<file path="config.mk">
export PLATFORM = sky130hd
export DESIGN_NAME = uart_tx_arbiter_flat
export DESIGN_NICKNAME = d
export VERILOG_FILES = /design/src/rtl/uart_tx_arbiter_pkg.sv /design/src/rtl/uart_tx_arbiter_if.sv /design/src/rtl/uart_tx_arbiter_rr_pick.sv /design/src/rtl/uart_tx_arbiter.sv /design/src/flat_wrapper.sv
export SDC_FILE = /design/constraint.sdc
export NUM_CORES = 1
export LEC_CHECK = 0
export ABC_AREA = 1
export BUFFER_PORTS_ARGS = -buffer_cell sky130_fd_sc_hd__buf_2
export CORE_MARGIN = 5
export CORE_UTILIZATION = 35
export DETAILED_ROUTE_END_ITERATION = 16
export GPL_ROUTABILITY_DRIVEN = 0
export PLACE_DENSITY = 0.66
export SLEW_MARGIN = 30
export SYNTH_ARGS = -nofsm -noshare
export SYNTH_HDL_FRONTEND = slang
export SYNTH_SLANG_ARGS = --single-unit
</file>
<file path="constraint.sdc">
create_clock -name i_Clock -period 2 [get_ports i_Clock]
set_input_delay 0.3 -clock i_Clock [delete_from_list [all_inputs] [get_ports i_Clock]]
set_output_delay 0.3 -clock i_Clock [all_outputs]
set_load 0.05 [all_outputs]
</file>
<file path="src/rtl/uart_tx_arbiter_pkg.sv">
// uart_tx_arbiter_pkg
// Shared definitions for the uart_tx arbiter: FSM state encodings, the
// serializer bit-period default and the UART frame length.
// No ports; imported by the arbiter, its round-robin picker and its bus interface.
package uart_tx_arbiter_pkg;

    typedef enum logic [1:0] {
        S_IDLE      = 2'd0,
        S_LAUNCH    = 2'd1,
        S_WAIT_DONE = 2'd2,
        S_GAP       = 2'd3
    } state_e;

    // 10 MHz clock / 115200 baud
    localparam int CLKS_PER_BIT_DEF = 87;

    // start + 8 data + stop
    localparam int FRAME_BITS = 10;

endpackage

</file>
<file path="src/rtl/uart_tx_arbiter_if.sv">
// uart_tx_arbiter_if
// Bundles the requester handshake and the serializer-facing signals of the
// arbiter. Signal names keep the i_/o_ prefixes as seen from the arbiter.
//   i_Req, i_Req_Byte        requester levels and their bytes (byte k = [k])
//   o_Ack, o_Done, o_Err     per-requester pulses and watchdog error pulse
//   o_Busy                   arbiter not idle
//   o_Tx_DV, o_Tx_Byte       to uart_tx i_Tx_DV / i_Tx_Byte
//   i_Tx_Active, i_Tx_Done   from uart_tx o_Tx_Active / o_Tx_Done
// master = arbiter side, slave = requesters + serializer side.
interface uart_tx_arbiter_if #(
    parameter int NUM_REQ = 2
);
    logic [NUM_REQ-1:0]       i_Req;
    logic [NUM_REQ-1:0][7:0]  i_Req_Byte;
    logic [NUM_REQ-1:0]       o_Ack;
    logic [NUM_REQ-1:0]       o_Done;
    logic                     o_Err;
    logic                     o_Busy;
    logic                     o_Tx_DV;
    logic [7:0]               o_Tx_Byte;
    logic                     i_Tx_Active;
    logic                     i_Tx_Done;

    modport master (
        input  i_Req, i_Req_Byte, i_Tx_Active, i_Tx_Done,
        output o_Ack, o_Done, o_Err, o_Busy, o_Tx_DV, o_Tx_Byte
    );

    modport slave (
        output i_Req, i_Req_Byte, i_Tx_Active, i_Tx_Done,
        input  o_Ack, o_Done, o_Err, o_Busy, o_Tx_DV, o_Tx_Byte
    );
endinterface

</file>
<file path="src/rtl/uart_tx_arbiter_rr_pick.sv">
// uart_rr_pick
// Combinational round-robin search: the winner is the first set bit of req
// found searching upward from last+1, wrapping modulo NUM_REQ.
//   req    in  NUM_REQ  request vector
//   last   in  IDX_W    index of the previous grant
//   valid  out 1        at least one request set
//   grant  out IDX_W    winning index (0 when valid is low)
module uart_rr_pick #(
    parameter int NUM_REQ = 2,
    parameter int IDX_W   = $clog2(NUM_REQ)
) (
    input  logic [NUM_REQ-1:0] req,
    input  logic [IDX_W-1:0]   last,
    output logic               valid,
    output logic [IDX_W-1:0]   grant
);
    int best_d;
    int d;

    // Rank every set request by its rotational distance past 'last';
    // the smallest distance wins.
    always_comb begin
        valid  = 1'b0;
        grant  = '0;
        best_d = NUM_REQ;
        d      = 0;
        for (int k = 0; k < NUM_REQ; k++) begin
            if (req[k]) begin
                d = k - int'(last) - 1;
                if (d < 0) d = d + NUM_REQ;
                if (d < best_d) begin
                    best_d = d;
                    grant  = IDX_W'(k);
                    valid  = 1'b1;
                end
            end
        end
    end
endmodule

</file>
<file path="src/rtl/uart_tx_arbiter.sv">
// uart_tx_arbiter
// Shares one uart_tx serializer between NUM_REQ byte requesters. Grants in
// round-robin order, latches the winner's byte, strobes o_Tx_DV for one cycle,
// waits for i_Tx_Done (or a watchdog expiry), reports back, then idles for a
// guard gap before the next grant.
//   i_Clock  in  sole clock, rising edge
//   i_Rst_n  in  synchronous active-low reset
//   bus      master modport of uart_tx_arbiter_if (requesters + serializer)
module uart_tx_arbiter
    import uart_tx_arbiter_pkg::*;
#(
    parameter int NUM_REQ      = 2,
    parameter int CLKS_PER_BIT = CLKS_PER_BIT_DEF,
    parameter int TIMEOUT_CLKS = (FRAME_BITS + 2) * CLKS_PER_BIT,
    parameter int GAP_CLKS     = 1
) (
    input  logic                  i_Clock,
    input  logic                  i_Rst_n,
    uart_tx_arbiter_if.master     bus
);
    localparam int IDX_W = $clog2(NUM_REQ);
    localparam int WD_W  = $clog2(TIMEOUT_CLKS + 1);
    localparam int GAP_W = $clog2(GAP_CLKS + 1);

    // Expiry is detected on the count that is about to reach TIMEOUT_CLKS-1,
    // which puts o_Err exactly TIMEOUT_CLKS cycles after the DV strobe.
    localparam logic [WD_W-1:0]  WD_LAST = WD_W'(TIMEOUT_CLKS - 2);
    localparam logic [GAP_W-1:0] GAP_END = GAP_W'(GAP_CLKS);

    state_e                 state_q;
    logic [IDX_W-1:0]       last_q;     // doubles as the current grant index
    logic [WD_W-1:0]        wd_q;
    logic [GAP_W-1:0]       gap_q;
    logic [NUM_REQ-1:0]     ack_q;
    logic [NUM_REQ-1:0]     done_q;
    logic                   err_q;
    logic                   dv_q;
    logic [7:0]             byte_q;

    logic                   pick_valid;
    logic [IDX_W-1:0]       pick_idx;

    uart_rr_pick #(.NUM_REQ(NUM_REQ), .IDX_W(IDX_W)) u_pick (
        .req   (bus.i_Req),
        .last  (last_q),
        .valid (pick_valid),
        .grant (pick_idx)
    );

    always_ff @(posedge i_Clock) begin
        if (!i_Rst_n) begin
            state_q <= S_IDLE;
            last_q  <= IDX_W'(NUM_REQ - 1);
            wd_q    <= '0;
            gap_q   <= '0;
            ack_q   <= '0;
            done_q  <= '0;
            err_q   <= 1'b0;
            dv_q    <= 1'b0;
            byte_q  <= '0;
        end else begin
            dv_q   <= 1'b0;
            ack_q  <= '0;
            done_q <= '0;
            err_q  <= 1'b0;
            case (state_q)
                S_IDLE: begin
                    // Tx_Active guard keeps us off a serializer still busy
                    // with a frame launched before a reset.
                    if (pick_valid && !bus.i_Tx_Active) begin
                        byte_q  <= bus.i_Req_Byte[pick_idx];
                        last_q  <= pick_idx;
                        dv_q    <= 1'b1;
                        ack_q   <= NUM_REQ'(1) << pick_idx;
                        state_q <= S_LAUNCH;
                    end
                end
                S_LAUNCH: begin
                    wd_q    <= '0;
                    state_q <= S_WAIT_DONE;
                end
                S_WAIT_DONE: begin
                    // done takes priority over a simultaneous expiry
                    if (bus.i_Tx_Done) begin
                        done_q  <= NUM_REQ'(1) << last_q;
                        gap_q   <= '0;
                        state_q <= S_GAP;
                    end else if (wd_q == WD_LAST) begin
                        err_q   <= 1'b1;
                        gap_q   <= '0;
                        state_q <= S_GAP;
                    end else begin
                        wd_q <= wd_q + 1'b1;
                    end
                end
                S_GAP: begin
                    // the done/err cycle plus GAP_CLKS idle clocks
                    if (gap_q == GAP_END) state_q <= S_IDLE;
                    else                  gap_q   <= gap_q + 1'b1;
                end
                default: state_q <= S_IDLE;
            endcase
        end
    end

    assign bus.o_Ack     = ack_q;
    assign bus.o_Done    = done_q;
    assign bus.o_Err     = err_q;
    assign bus.o_Busy    = (state_q != S_IDLE);
    assign bus.o_Tx_DV   = dv_q;
    assign bus.o_Tx_Byte = byte_q;
endmodule

</file>
<file path="src/flat_wrapper.sv">
// flat-port wrapper written by rule: the top's interface ports become plain ports
module uart_tx_arbiter_flat import uart_tx_arbiter_pkg::*;
#(
    parameter int NUM_REQ      = 2,
    parameter int CLKS_PER_BIT = CLKS_PER_BIT_DEF,
    parameter int TIMEOUT_CLKS = (FRAME_BITS + 2) * CLKS_PER_BIT,
    parameter int GAP_CLKS     = 1
)
  (i_Clock, i_Rst_n, bus_i_Req, bus_i_Req_Byte, bus_i_Tx_Active, bus_i_Tx_Done, bus_o_Ack, bus_o_Done, bus_o_Err, bus_o_Busy, bus_o_Tx_DV, bus_o_Tx_Byte);
  uart_tx_arbiter_if #(.NUM_REQ(NUM_REQ)) bus_i ();
  input  logic i_Clock;
  input  logic i_Rst_n;
  input wire logic [$bits(bus_i.i_Req)-1:0] bus_i_Req;
  input wire logic [$bits(bus_i.i_Req_Byte)-1:0] bus_i_Req_Byte;
  input wire logic [$bits(bus_i.i_Tx_Active)-1:0] bus_i_Tx_Active;
  input wire logic [$bits(bus_i.i_Tx_Done)-1:0] bus_i_Tx_Done;
  output wire logic [$bits(bus_i.o_Ack)-1:0] bus_o_Ack;
  output wire logic [$bits(bus_i.o_Done)-1:0] bus_o_Done;
  output wire logic [$bits(bus_i.o_Err)-1:0] bus_o_Err;
  output wire logic [$bits(bus_i.o_Busy)-1:0] bus_o_Busy;
  output wire logic [$bits(bus_i.o_Tx_DV)-1:0] bus_o_Tx_DV;
  output wire logic [$bits(bus_i.o_Tx_Byte)-1:0] bus_o_Tx_Byte;
  assign bus_i.i_Req = bus_i_Req;
  assign bus_i.i_Req_Byte = bus_i_Req_Byte;
  assign bus_i.i_Tx_Active = bus_i_Tx_Active;
  assign bus_i.i_Tx_Done = bus_i_Tx_Done;
  assign bus_o_Ack = bus_i.o_Ack;
  assign bus_o_Done = bus_i.o_Done;
  assign bus_o_Err = bus_i.o_Err;
  assign bus_o_Busy = bus_i.o_Busy;
  assign bus_o_Tx_DV = bus_i.o_Tx_DV;
  assign bus_o_Tx_Byte = bus_i.o_Tx_Byte;
  uart_tx_arbiter #(.NUM_REQ(NUM_REQ), .CLKS_PER_BIT(CLKS_PER_BIT), .TIMEOUT_CLKS(TIMEOUT_CLKS), .GAP_CLKS(GAP_CLKS)) u_core (.i_Clock(i_Clock), .i_Rst_n(i_Rst_n), .bus(bus_i));
endmodule
</file>
Word level (Yosys, flattened, before mapping)
Cells that the tools add are included.
Widths: inputs -> output; s select.
Operators by class
  add/subtract/negate cells: 8
  $lt $le $gt $ge: 5
  equal/unequal tests: 9
  shift operators: 2
  multiplexer cells: 28
  bitwise gates (word level): 2
  reduce and logical (&&, ||, !) cells: 14
Operator list (number)
  $mux 32: 6
  $add 32x3->32 const B: 1
  $lt 32x1->1 const B: 1
  $lt 32x3->1 const B: 1
  $lt 32x32->1: 1
  $sub 32x2->32 const B: 1
  $mux 11: 2
  $pmux 11 s2: 1
  $mux 8: 2
  $reduce_and 3->1: 4
  $add 11x1->11 const B: 1
  $eq 11x11->1 const B: 1
  $mux 1: 11
  $mux 2: 4
  $pmux 2 s4: 1
  $reduce_and 2->1: 3
  $reduce_bool 2->1: 3
  $add 3x3->4 const B: 1
  $eq 2x2->1 const B: 2
  $ne 2x1->1 const B: 2
  $ne 2x2->1 const B: 2
  $shl 1x1->2 const A: 2
  $sub 1x1->2 const A: 2
  $lt 3x1->1 const B: 1
  11 further kinds: 12
Storage, ports and cells
  bits in registers: 29
  input port bits: 22
  word-level logic and storage cells: 77

Logic depth before layout (Yosys ltp)
Gate-level depths: netlist of run 1.
  word-level depth: 14
  mapped depth: 11
  mapped depth without buffers: 10

Cells and area by module
A second synthesis of run 1 with hierarchy kept.
Unflattened totals
  cells, all modules: 216
  area, all modules: 1470.2 µm²
By module, submodules not included
  uart_tx_arbiter: times used 1, cells each 213, area each 1455.1 µm²
  uart_rr_pick: times used 1, cells each 3, area each 15.0 µm²

Worst setup path before layout of run 1
No wires, ideal clock.
  path type: reg2reg
  from: register u_core.state_q[0]
  to: register u_core.state_q[0]
  setup time: 115 ps
  arrival time: 1423 ps
  required time: 1885 ps
  path slack: 462 ps
  stages on the path, launching flop included: 9
  path buffers: 0
  clock period less this slack: 1538 ps
  cells stage by stage: dfxtp_1 -> inv_1 -> ha_1 -> inv_1 -> nor2_1 -> nor2_1 -> nand3_1 -> nand2_1 -> nor2_1
On the way
  word-level cells in the longest chain between the ends: 3
RTL lines
  start: declaration: line uart_tx_arbiter.sv:30  | state_e state_q;
  start signal: assignment: line uart_tx_arbiter.sv:52  | state_q <= S_IDLE;
  start signal: assignment: line uart_tx_arbiter.sv:75  | state_q <= S_LAUNCH;
  start signal: assignment: line uart_tx_arbiter.sv:80  | state_q <= S_WAIT_DONE;
  $eq 2x2->1 / $logic_not 2->1 (equally long branches): line uart_tx_arbiter.sv:66  | case (state_q)
  $ne 3x2->1 (no source line) / $ne 2x1->1 (equally long branches)
  $reduce_and 3->1 (no source line)
Parallel ways exist; a longest one is shown, timed or not.
A chain may end at the register's enable or synchronous reset.

Final worst setup path of run 1
  from: register u_core.state_q[0]
  to: register u_core.wd_q[7]
On the way
  word-level cells in the longest chain between the ends: 3
RTL lines
  $eq 2x2->1 / $eq 2x1->1 (equally long branches): line uart_tx_arbiter.sv:66
  $ne 2x2->1 (no source line) / $reduce_bool 2->1 (equally long branches)
  $reduce_and 3->1 (no source line)
  end signal: assignment: line uart_tx_arbiter.sv:93  | wd_q <= wd_q + 1'b1;
  end: declaration: line uart_tx_arbiter.sv:32  | logic [WD_W-1:0] wd_q;
Parallel ways exist; a longest one is shown, timed or not.

==> metrics.txt, run 1 <==
synthesized area per cell=7.009 µm²; max-slew violation total from the final report=0; fillers=451; Setup Skew=10.14 ps; met3 GRT Util=2.375%; Placed Cells=299; synthesized cell area=1514 µm²; drt pass-1 iters=4; Seq/Total Area, Yosys=38.35%; total CTS buffers=5; CTS Sinks=29; via/cell ratio=4.671; HPWL after detailed placement=2.561 mm; Net Count, Synth=244; static leakage=0.8354 nW; Req. time, crit path=2230 ps; crit share post-route=85.85%; DRC violations left=0; Yosys cell types=24; # nets final=282; Die ar.=5741 µm²; core area=4264 µm²; largest net degree at the start of global routing=17; antenna violations before repair=0; Initial Utilization=35.50%; Int Pwr=1.388 mW; Final Hold Vio Count=0; type of the worst setup path=reg2reg; Synth-to-Final Area Change=21.82%; grt peak-use layer=met2; routing usage on met1=16.27%; yosys warns=0; H-tree levels=2; Synth Register Bits=29; worst skew pair latency=280 ps; CTS clk-pin slew, worst paths=70 ps; Sw Pwr=0.8678 mW; Starting DRT DRC Count=70; PwrDens=1223 nW/µm²; hold buffers post-CTS=0; Setup violations, final=0; CP Capture Type=register; post-CTS setup buffers=0; Max FO, Critical Path=16; fin crit period=1717 ps; Peak VDD IR=0.0003015 V; IO Count=37; Mapped Cells=216; aggregate routed wire length=3.381 mm; clock power share=31.9%; most common cell after layout, fill and taps aside=nand2_1; Cell Rows=24; measured slew at the worst slew-check pin=415.6 ps; Max-Cap Viols=0; Final ANT Viol Nets=0; chip height=75.77 µm; Sw Share=38.48%; first-pass GRT wire length=5.457 mm; Comb power frac=35.9%; hold_sp=bus_i_Req_Byte[0]; Worst Setup SP=u_core.state_q[0]$_SDFFE_PN0P_; hold slack=220.1 ps; post-CTS sizing=0; Root Driver=clkbuf_8; RSZ-0062 raised after global routing=no; Remaining Overflow, GRT=0; wire per inst=11.01 µm; non-filler instance count after layout=307; CTS tree=done; crit path launch type=register; Worst slew margin=72.27%; ant diodes=0; most frequent cells in the layout=69 x nand2_1, 36 x buf_2, 29 x dfxtp_1; Clock Tree Buf Depth=2; Vias=1434; Seq pwr share=32.1%; I/O Buffers=36; Critical Path AT=1950 ps; setup_tns=0 ps; f_max=582.4 MHz; R2R Path Start=u_core.state_q[0]$_SDFFE_PN0P_; layout cell share with drive strength beyond 1=27.06%; Die Wd=75.77 µm; GR Layer Usage met2=18.92%; status=complete, no violations; gr usage total=12.50%; vias in the first global route=1282; Min-Delay Path Class=in2reg
-- through the flow --
stage	worst slack, ps	total power [mW]	utilization [%]	cell area [µm²]
2_1_floorplan	462.3	1.424	-	1514
3_3_place_gp	355.7	1.544	40.11	1710
3_5_place_dp	288.9	1.555	40.11	1710
4_1_cts	275.2	2.284	43.25	1844
5_1_grt	100.8	2.409	43.25	1844
6_report	283.0	2.255	43.25	1844
-- synthesized netlist by cell type --
cell type | n | area share, %
nand3_1 | 27 | 8.9
nor3b_4 | 1 | 1.2
a21oi_1 | 11 | 3.6
o21ai_0 | 2 | 0.66
dfxtp_1 | 29 | 38
nor3_4 | 1 | 1.1
nand2_1 | 69 | 17
nor2_2 | 6 | 2.5
clkinv_1 | 1 | 0.25
ha_1 | 6 | 5.0
o21ai_2 | 1 | 0.58
nand3_2 | 1 | 0.66
inv_2 | 8 | 2.0
a21oi_2 | 1 | 0.58
o21bai_1 | 1 | 0.50
nand2_4 | 1 | 0.74
buf_6 | 3 | 2.2
buf_4 | 2 | 0.99
inv_1 | 13 | 3.2
nor3b_1 | 2 | 0.99
nor2_1 | 21 | 5.2
nor3_1 | 3 | 0.99
nand2_2 | 5 | 2.1
xor2_1 | 1 | 0.58
-- power groups by stage --
stage	clock [mW]	sequential, mW	combinational [mW]
after floorplan	0	0.864	0.560
after global placement	0	0.734	0.809
after detailed placement	0	0.740	0.815
after CTS	0.739	0.727	0.818
after global routing	0.760	0.738	0.910
final	0.720	0.725	0.810
-- cell type report --
cell class	instances	area, µm²	share of cell area (%)
multi-input cells	160	802.0	43.49
inverters	22	82.58	4.478
repair buffers	36	180.2	9.769
clock buffers	5	68.82	3.731
well taps	52	65.06	3.528
clock inverters	3	65.06	3.528
flip-flops and latches	29	580.6	31.48
-- sequential cells by signal (all words and copies together), names as in the netlist --
name	flops
u_core.state_q	2
u_core.wd_q	11
u_core.bus.o_Ack	2
u_core.last_q	1
u_core.bus.o_Tx_Byte	8
u_core.bus.o_Tx_DV	1
u_core.bus.o_Err	1
u_core.gap_q	1
u_core.bus.o_Done	2
-- metal layers --
layer	wire length, µm	share of wire [%]
met4	110	3.3
met1	1572	46
met5	0	0
met3	115	3.4
met2	1582	47
-- final timing paths --
path	endpoint	slack (ps)	cells past startpoint
worst max-delay path	u_core.wd_q[7]$_SDFFE_PN0P_	280	9
worst min register to register	u_core.bus.o_Done[0]$_SDFF_PN0_	420	1
worst max register to register	u_core.wd_q[7]$_SDFFE_PN0P_	280	9
worst min-delay path	u_core.bus.o_Tx_Byte[0]$_SDFFE_PN0P_	220	3
-- worst max-delay path: stages (launching register included) --
cell and delay, ps:
dfxtp_1 380, inv_1 80, ha_1 300, inv_2 160, nor2_2 60, nand2_4 160
nand2_2 200, nor2_1 210, nand2_1 70, nand2_1 60
-- cell families after synthesis --
family                     share of synthesized area (%)
xor gates and xnor gates                          0.5786
DFF                                                38.35
AOI/OAI and AO/OA                                  5.951
buffers and inverters                              8.677
adders and majority gates                          4.959
and+or+nand+nor                                    41.49
No activity file was read; power rests on OpenSTA's default activity.
==> run 2: changes to the inputs <==
--- a/config.mk
+++ b/config.mk
@@ -5,14 +5,15 @@
 export SDC_FILE = /design/constraint.sdc
 export NUM_CORES = 1
 export LEC_CHECK = 0
-export ABC_AREA = 1
 export BUFFER_PORTS_ARGS = -buffer_cell sky130_fd_sc_hd__buf_2
 export CORE_MARGIN = 5
 export CORE_UTILIZATION = 35
 export DETAILED_ROUTE_END_ITERATION = 16
 export GPL_ROUTABILITY_DRIVEN = 0
-export PLACE_DENSITY = 0.66
+export HOLD_SLACK_MARGIN = 0.05
+export PLACE_DENSITY = 0.67
 export SLEW_MARGIN = 30
 export SYNTH_ARGS = -nofsm -noshare
 export SYNTH_HDL_FRONTEND = slang
 export SYNTH_SLANG_ARGS = --single-unit
+export TNS_END_PERCENT = 1
==> run 2 against run 1 <==
Sequential cell count stayed put. Final area shrank 1.8%. Utilization is 5.5 points higher. Die area shrank 9.2%. Via count shrank 13%. Largest cell class unchanged.
==> metrics.txt, run 2 <==
CTS clk-pin slew, worst paths=60 ps; max reg flops=11; R2R Setup Slk=30 ps; ant diodes=0; Die ar.=5212 µm²; static leakage=0.8155 nW; CP Cell Sequence=inv_2, ha_1, or4b_4, o41a_1, buf_4, nand3b_1, a21oi_2; aggregate routed wire length=3.206 mm; WHS Path Cells=3; Sw Pwr=0.7632 mW; H-tree levels=2; Mapped Cells=151; Max FO, Critical Path=8; status=complete, no violations; Buf/Inv on CP=2; asr flop ratio synth=0%; Synth-to-Final Area Change=33.73%; yosys warns=0; Initial Utilization=36.43%; Post-synth EDFFs=0; largest net degree at the start of global routing=14; clock power share=33.2%; Storage cell area=580.6 µm²; Req. time, crit path=2210 ps; HPWL after detailed placement=2.438 mm; Final Hold Vio Count=0; CP max-delay cell=o41a_1; biggest area consumer among synthesized cells=dfxtp_1; DRC violations left=0; wire per inst=12.72 µm; pre-CTS setup slack=-71.52 ps; hold buffers post-CTS=0; top_reg_cell synth=dfxtp_1; Clock Tree Buf Depth=2; post-CTS setup buffers=0; synth top area cells=dfxtp_1 43%, nand2_1 6.1%, ha_1 5.5%; RSZ-0062 raised after global routing=yes; max-slew violation total from the final report=0; Seq pwr share=31.9%; gr usage total=12.41%; total CTS buffers=5; Seq/Total Area, Yosys=42.88%; CP Capture Type=register; core area=3716 µm²; synthesized cell area=1354 µm²; share of the synthesized area in the top cell type=42.88%; IO Count=37; Peak VDD IR=0.0004617 V; CTS tree=done; Synth Register Bits=29; placed inst area=1673 µm²; largest register by flop count=u_core.wd_q; final worst slack=27.81 ps; I/O Buffers=36; layout cell share with drive strength beyond 1=34.31%; Starting DRT DRC Count=59; Die Wd=72.20 µm; Int Pwr=1.406 mW; Setup Skew=4.958 ps; antenna violations before repair=0; Worst slew margin=66.20%; leading cell types by count after synthesis=29 x dfxtp_1, 22 x nand2_1, 9 x inv_1, 9 x o21ai_0; synthesized area per cell=8.966 µm²; first-pass GRT wire length=5.133 mm; # nets final=231; Final ANT Viol Nets=0; Sw Share=35.18%; Comb power frac=35.0%; Critical Path Stages=7; largest family of logic cells by synthesized area=simple AND/OR/NAND/NOR gates; area share of fa/ha/maj cells after synthesis=5.545%; Critical Path AT=2180 ps; Vias=1252; fin crit period=1972 ps; vias in the first global route=1150; f_max=507.0 MHz; measured slew at the worst slew-check pin=502.3 ps; drt pass-1 iters=4; CTS Sinks=29; most frequent cells in the layout=36 x buf_2, 29 x dfxtp_1, 22 x nand2_1; Yosys cell types=40; post-synthesis xor/xnor area fraction=0%; type of the worst setup path=reg2reg; hold slack=238.1 ps; via/cell ratio=4.968; crit share post-route=98.61%; simple-gate area share of the yosys netlist=23.01%; Max-Cap Viols=0; Min-Delay Path Class=in2reg; most instantiated library cell after synthesis=dfxtp_1; final core utilization=48.72%; Power, Total=2.170 mW; PwrDens=1198 nW/µm²; multiplexer share of the synthesized area=2.680%; worst skew pair latency=270 ps; Setup violations, final=0; Root Driver=clkbuf_8; post-layout instance area=1810 µm²; Remaining Overflow, GRT=0; R2R cell count=7; fillers=357; area of the multi-input gates=713.2 µm²; most common cell after layout, fill and taps aside=buf_2; Synth Area in Compound Gates=21.16%; max incr delay on CP=470 ps; CP delay by family, top=simple AND/OR/NAND/NOR gates; chip height=72.20 µm; crit path launch type=register; Cell Rows=22; Net Count, Synth=179
[run 2: changes by cell type in the layout (fill, tap and decap cells not counted), sizes merged, moves of 4 or more]
cell   delta
nor2     -22
a22oi     +8
nand3    -24
nand4     +4
a31oi     +4
nand2    -53
a21oi     -4
o21ai     +6
nor4      +4
inv      -11
buf      +14
[run 2: metal layers]
| layer | vias to the layer above | share of wire (%) | GRT usage [%] |
|---|---|---|---|
| met1 | 566 | 46 | 15.46 |
| met2 | 28 | 48 | 20.22 |
| met3 | 4 | 4.1 | 2.909 |
| li1 | 654 | - | - |
| met5 | - | 0 | 0 |
| met4 | 0 | 1.9 | 5.637 |
[run 2: kinds of logic after synthesis]
| group | count (synthesis) |
|---|---|
| and+or+nand+nor | 57 |
| adders and majority gates | 6 |
| muxes | 3 |
| AOI/OAI and AO/OA | 41 |
| DFF | 29 |
| buffers and inverters | 15 |
[run 2: layout make-up]
class	count	area share [%]
sequential	29	32.07
clock buffer	5	3.801
inverter	10	2.073
multi-input combinational	107	39.39
clock inverter	3	3.594
tap	48	3.317
timing repair buffer	50	15.76
[run 2: tightest hold or removal path, delay by kind of cell]
kind,cells,cell delay (ps)
buffers and inverters,1,70
AND/OR/NAND/NOR,1,60
AO/OA/AOI/OAI,1,50
[run 2: timing repair]
action                                  in CTS  in global routing
endpoints found under the setup margin       4                  8
resized for setup                            0                  2
pin swaps                                    2                  0
[run 2: final timing paths]
check | from | end
worst max-delay path | u_core.wd_q[0]$_SDFFE_PN0P_ | u_core.wd_q[0]$_SDFFE_PN0P_
worst min-delay path | bus_i_Req_Byte[11] | u_core.bus.o_Tx_Byte[3]$_SDFFE_PN0P_
worst max register to register | u_core.wd_q[0]$_SDFFE_PN0P_ | u_core.wd_q[0]$_SDFFE_PN0P_
worst min register to register | u_core.bus.o_Tx_Byte[5]$_SDFFE_PN0P_ | u_core.bus.o_Tx_Byte[5]$_SDFFE_PN0P_
[run 2: power by group through the flow]
stage                     registers [mW]  clock network [mW]  logic [mW]
after detailed placement           0.705                   0       0.760
after CTS                          0.692               0.734       0.761
after floorplan                    0.850                   0       0.408
after global placement             0.704                   0       0.756
after global routing               0.704               0.759       0.825
final                              0.692               0.719       0.758
[run 2: stage by stage]
| stage | TNS (ps) | std cells |
|---|---|---|
| floorplan | 0 | 151 |
| global placement | -21.74 | 244 |
| detailed placement | -115.1 | 244 |
| CTS | 0 | 252 |
| global route | -92.02 | 252 |
| finish | 0 | 252 |
